File: config.mk
export PLATFORM = sky130hd
export DESIGN_NAME = decoder_nx2n_seq
export DESIGN_NICKNAME = d
export VERILOG_FILES = /design/src/rtl/decoder_pkg.sv /design/src/rtl/decoder_nx2n_comb.sv /design/src/rtl/decoder_nx2n_seq.sv
export SDC_FILE = /design/constraint.sdc
export NUM_CORES = 1
export LEC_CHECK = 0
export CORE_AREA = 10 10 47 49
export DETAILED_ROUTE_END_ITERATION = 12
export DIE_AREA = 0 0 57 59
export DONT_BUFFER_PORTS = 1
export SKIP_CTS_REPAIR_TIMING = 1
export SKIP_LAST_GASP = 1
export SLEW_MARGIN = 30
export SYNTH_ARGS = -nofsm -noshare
export SYNTH_HDL_FRONTEND = slang
export SYNTH_SLANG_ARGS = --single-unit
export TNS_END_PERCENT = 1
File: constraint.sdc
create_clock -name clk -period 1.9 [get_ports clk]
set_clock_uncertainty 0.05 [all_clocks]
set_input_delay 0.38 -clock clk [delete_from_list [all_inputs] [get_ports clk]]
set_output_delay 0.38 -clock clk [all_outputs]
set_load 0.005 [all_outputs]
File: src/rtl/decoder_pkg.sv
// Shared types and helpers for the registered one-hot decoder family.
package decoder_pkg;

    typedef enum logic [1:0] {
        IDLE = 2'd0,
        HOLD = 2'd1,
        SCAN = 2'd2
    } dec_state_e;

    localparam logic MODE_DIRECT = 1'b0;
    localparam logic MODE_SCAN   = 1'b1;

    // Dwell counter needs at least one bit even when DWELL is 1.
    function automatic int dwell_cnt_w(input int dwell);
        return (dwell <= 2) ? 1 : $clog2(dwell);
    endfunction

endpackage

File: src/rtl/decoder_nx2n_comb.sv
// Combinational SEL_W-to-2^SEL_W one-hot decoder with an enable gate.
module decoder_nx2n_comb #(
    parameter int SEL_W = 3
) (
    input  logic                    en,
    input  logic [SEL_W-1:0]        sel,
    output logic [(2**SEL_W)-1:0]   q
);

    always_comb begin
        q = '0;
        if (en) begin
            q[sel] = 1'b1;
        end
    end

endmodule

File: src/rtl/decoder_nx2n_seq.sv
// Registered one-hot decoder with valid/ready select input and optional scan mode.
// Scan mode is compiled in only when DECODER_SCAN_EN is defined.
//
// state | meaning
// IDLE  | q all-zero, q_valid low, addr and dwell count cleared
// HOLD  | q = onehot(addr) from the last accepted sel, static
// SCAN  | q = onehot(addr), addr advances every DWELL cycles
module decoder_nx2n_seq
    import decoder_pkg::*;
#(
    parameter int SEL_W = 3,
    parameter int DWELL = 4
) (
    input  logic                    clk,
    input  logic                    rst_n,
    input  logic                    en,
    input  logic                    mode,
    input  logic                    in_valid,
    output logic                    in_ready,
    input  logic [SEL_W-1:0]        sel,
    output logic [(2**SEL_W)-1:0]   q,
    output logic                    q_valid,
    output logic [SEL_W-1:0]        addr,
    output logic                    wrap
);

    localparam int OUT_W = 2**SEL_W;
    localparam int CNT_W = dwell_cnt_w(DWELL);

    dec_state_e         state, state_next;
    logic [SEL_W-1:0]   addr_r, addr_next;
    logic [OUT_W-1:0]   q_r, q_next;
    logic               q_valid_r;
    logic               wrap_r, wrap_next;
    logic               mode_eff;
    logic               transfer;

`ifdef DECODER_SCAN_EN
    logic [CNT_W-1:0]   cnt, cnt_next;

    assign mode_eff = mode;
`else
    logic               unused_mode;

    assign unused_mode = mode;
    assign mode_eff    = MODE_DIRECT;
`endif

    assign in_ready = en & ~mode_eff;
    assign transfer = in_valid & in_ready;

    always_comb begin
        state_next = state;
        addr_next  = addr_r;
        wrap_next  = 1'b0;
`ifdef DECODER_SCAN_EN
        cnt_next   = cnt;
`endif
        if (!en) begin
            state_next = IDLE;
            addr_next  = '0;
`ifdef DECODER_SCAN_EN
            cnt_next   = '0;
`endif
        end else if (transfer) begin
            // sel only reaches the datapath here, so X on an idle bus stays out.
            state_next = HOLD;
            addr_next  = sel;
`ifdef DECODER_SCAN_EN
            cnt_next   = '0;
`endif
        end
`ifdef DECODER_SCAN_EN
        else if (mode_eff && state != SCAN) begin
            state_next = SCAN;
            addr_next  = '0;
            cnt_next   = '0;
        end else if (!mode_eff && state == SCAN) begin
            state_next = IDLE;
            addr_next  = '0;
            cnt_next   = '0;
        end else if (state == SCAN) begin
            if (cnt == CNT_W'(DWELL - 1)) begin
                cnt_next  = '0;
                addr_next = addr_r + SEL_W'(1);
                wrap_next = &addr_r;
            end else begin
                cnt_next  = cnt + CNT_W'(1);
            end
        end
`endif
    end

    decoder_nx2n_comb #(
        .SEL_W (SEL_W)
    ) u_comb (
        .en  (state_next != IDLE),
        .sel (addr_next),
        .q   (q_next)
    );

    always_ff @(posedge clk) begin
        if (!rst_n) begin
            state     <= IDLE;
            addr_r    <= '0;
            q_r       <= '0;
            q_valid_r <= 1'b0;
            wrap_r    <= 1'b0;
`ifdef DECODER_SCAN_EN
            cnt       <= '0;
`endif
        end else begin
            state     <= state_next;
            addr_r    <= addr_next;
            q_r       <= q_next;
            q_valid_r <= (state_next != IDLE);
            wrap_r    <= wrap_next;
`ifdef DECODER_SCAN_EN
            cnt       <= cnt_next;
`endif
        end
    end

    assign q       = q_r;
    assign q_valid = q_valid_r;
    assign addr    = addr_r;
    assign wrap    = wrap_r;

endmodule

==> flow_summary.ini <==
[setup_path]
r2r.worst_path.cells = 3
timing.critical_path.fanout_max = 6
path_depth = 0
critPathLaunch = addr[1]$_SDFF_PN0_
timing_worst_setup_path_type = reg -> out
cp.required_ps = 1470
setup.worst_path.start_class = flop
cp-end-kind = output port
worstReg2RegStart = state[0]$_SDFF_PN0_
worst-endpoint-arrival_ps = 730
worstSetupEndpoint = addr[1]
worstReg2RegEnd = q[5]$_SDFF_PN0_
reg2reg_slack_ps = 780

[sta]
final_hold_slack_ps = 119
post-route-period-util = 0.610
timing.final.hold_violations = 0
achievable-frequency_mhz = 863
setup_viol_count_final = 0
clock_period_minus_worst_slack_ps = 1160
report.final.slew_viol_count = 0
setup_tns_ps = 0
rsz0062_at_grt = false

[pwr]
fin_total_pwr_uw = 541
power.clock.fraction = 0.393
power.share.sequential = 0.562
power.internal_uw = 428
max-vdd-ir-drop_mv = 0.520
cellPowerDensity_nw_per_um2 = 986
switching_share = 0.209
cellLeakagePower_nw = 0.225
power.net_switching_uw = 113
combPwrFrac = 0.045

[run]
maxCapViolCount = 0

[clock_network]
cts_root_buf = clkbuf_4
worstSkewPairLatency_ps = 270
clock_tree_from_tritoncts = done
htree_levels = 1
reg_clk_slew_reported_paths_ps = 90
clkSinkCount = 14
numCtsBuffers = 3
clock_tree_buf_depth = 2

[finish]
commonest_cells_after_routing_fill_and_taps_aside = 14 x dfxtp_1, 13 x nor2_1, 4 x nor3b_1
instances_no_fill = 69
drive_gt1_frac = 0.113
register_area_sq_um = 280
multi_input_gate_area_in_the_final_layout_sq_um = 208
syn2layout_area_growth_pct = 6.57
layout.cells.most_common = dfxtp_1
final_util = 0.391
fill_cells = 146
final_net_count = 62
antenna_cells = 0

[global_routing]
sum_of_overflow_across_all_layers_after_global_routing = 0
grt_start_max_net_pins = 15
grtUsageTotal = 0.0594
number_of_antenna_violations_at_the_first_check_in_global_routing = 0
grt_pass1_vias = 339
grt_pass1_wl_um = 1550

[yosys]
synth.yosys.seq_area_share = 0.545
yosys.area.top_type = dfxtp_1
synth-seq-cells = 14
post_synth.cell_area_avg_sq_um = 9.89
ys_warn_count = 0
post_synth_main_area_contributors = dfxtp_1 55%, nor2_1 9.5%, mux2i_1 5.8%, nor3b_1 5.8%, and3b_1 5.1%
synth_nets = 60
share_of_yosys_cell_area_claimed_by_the_top_area_cell_type = 0.545
synth_cell_types = 16
netlist_area_sq_um = 514
postSynthCellCount = 52

[floorplan]
die-width_um = 57
die_y_um = 59
floorplan.io_pins = 22
std_cell_rows = 14
fp.coreArea_sq_um = 1400
total_die_area_sq_um = 3360
initial_core_utilization = 0.367

[routing]
wl_per_cell_um = 14.5
routed-via-count = 346
drt-vias-per-instance = 5.01
drt-pass1-iter-count = 3
totalWireLength_um = 1000
drcViolationCount = 0
final_antenna_net_count = 0
drtIter0Drc = 9

[placed_design]
post-dp-hpwl_um = 757
port-buffer-count = 0
post_place_cells = 65
gp_congestion = 0.709

[worst_hold_path]
hold_class = in -> reg
worst_hold_path_cells = 1
hold_path_start = in_valid

[run_status]
status = completed
## per-stage QoR
step	instance area, sq um	setup slack, ps
finish	548	741
floorplan	514	840
global route	548	695
global placement	512	766
detailed placement	512	754
CTS	548	723
## logic make-up after synthesis
group / share of synthesized area
other cells: 0.00729
mux: 0.0584
flops: 0.545
buf+inv: 0.0511
compound gates: 0.0900
simple gates: 0.248
## worst min-delay path by stage
stage | end | slack [ps]
after global routing | state[1]$_SDFF_PN0_ | 110
final | state[1]$_SDFF_PN0_ | 120
after detailed placement | state[1]$_SDFF_PN0_ | 410
after global placement | state[0]$_SDFF_PN0_ | 410
after floorplan | state[0]$_SDFF_PN0_ | 390
after CTS | state[1]$_SDFF_PN0_ | 110
## synth_stat cells, drive strengths merged
library cell	n
dfxtp	14
nor2	13
nor3b	4
o21ai	4
and3b	3
buf	3
mux2i	3
a211oi	1
and3	1
conb	1
inv	1
nand2	1
nand3b	1
nor3	1
o311a	1
## metal layers
layer	part of all wire	wire [um]	track usage	vias up
li1	-	-	-	175
met1	0.40	402	0.0540	155
met2	0.42	419	0.0806	14
met3	0.17	168	0.0601	2
met4	0.012	12	0.0403	0
met5	0	0	0	-
## final cells by class
cell class / instances / area share
clock buffer: 4 / 0.0662
inverter: 1 / 0.00685
multi-input combinational: 34 / 0.379
sequential: 14 / 0.511
tap: 16 / 0.0365
## power by group through the flow
stage | logic, mW | clock network [mW] | registers (mW)
after floorplan | 0.0283 | 0 | 0.309
after global placement | 0.0240 | 0 | 0.311
after detailed placement | 0.0245 | 0 | 0.311
after CTS | 0.0246 | 0.220 | 0.304
after global routing | 0.0275 | 0.233 | 0.305
final | 0.0244 | 0.212 | 0.304
## sequential cells by signal, indices dropped and copies added (netlist names)
signal	flops
q	8
q_valid	1
addr	3
state	2
No activity file was read; power rests on OpenSTA's default activity.
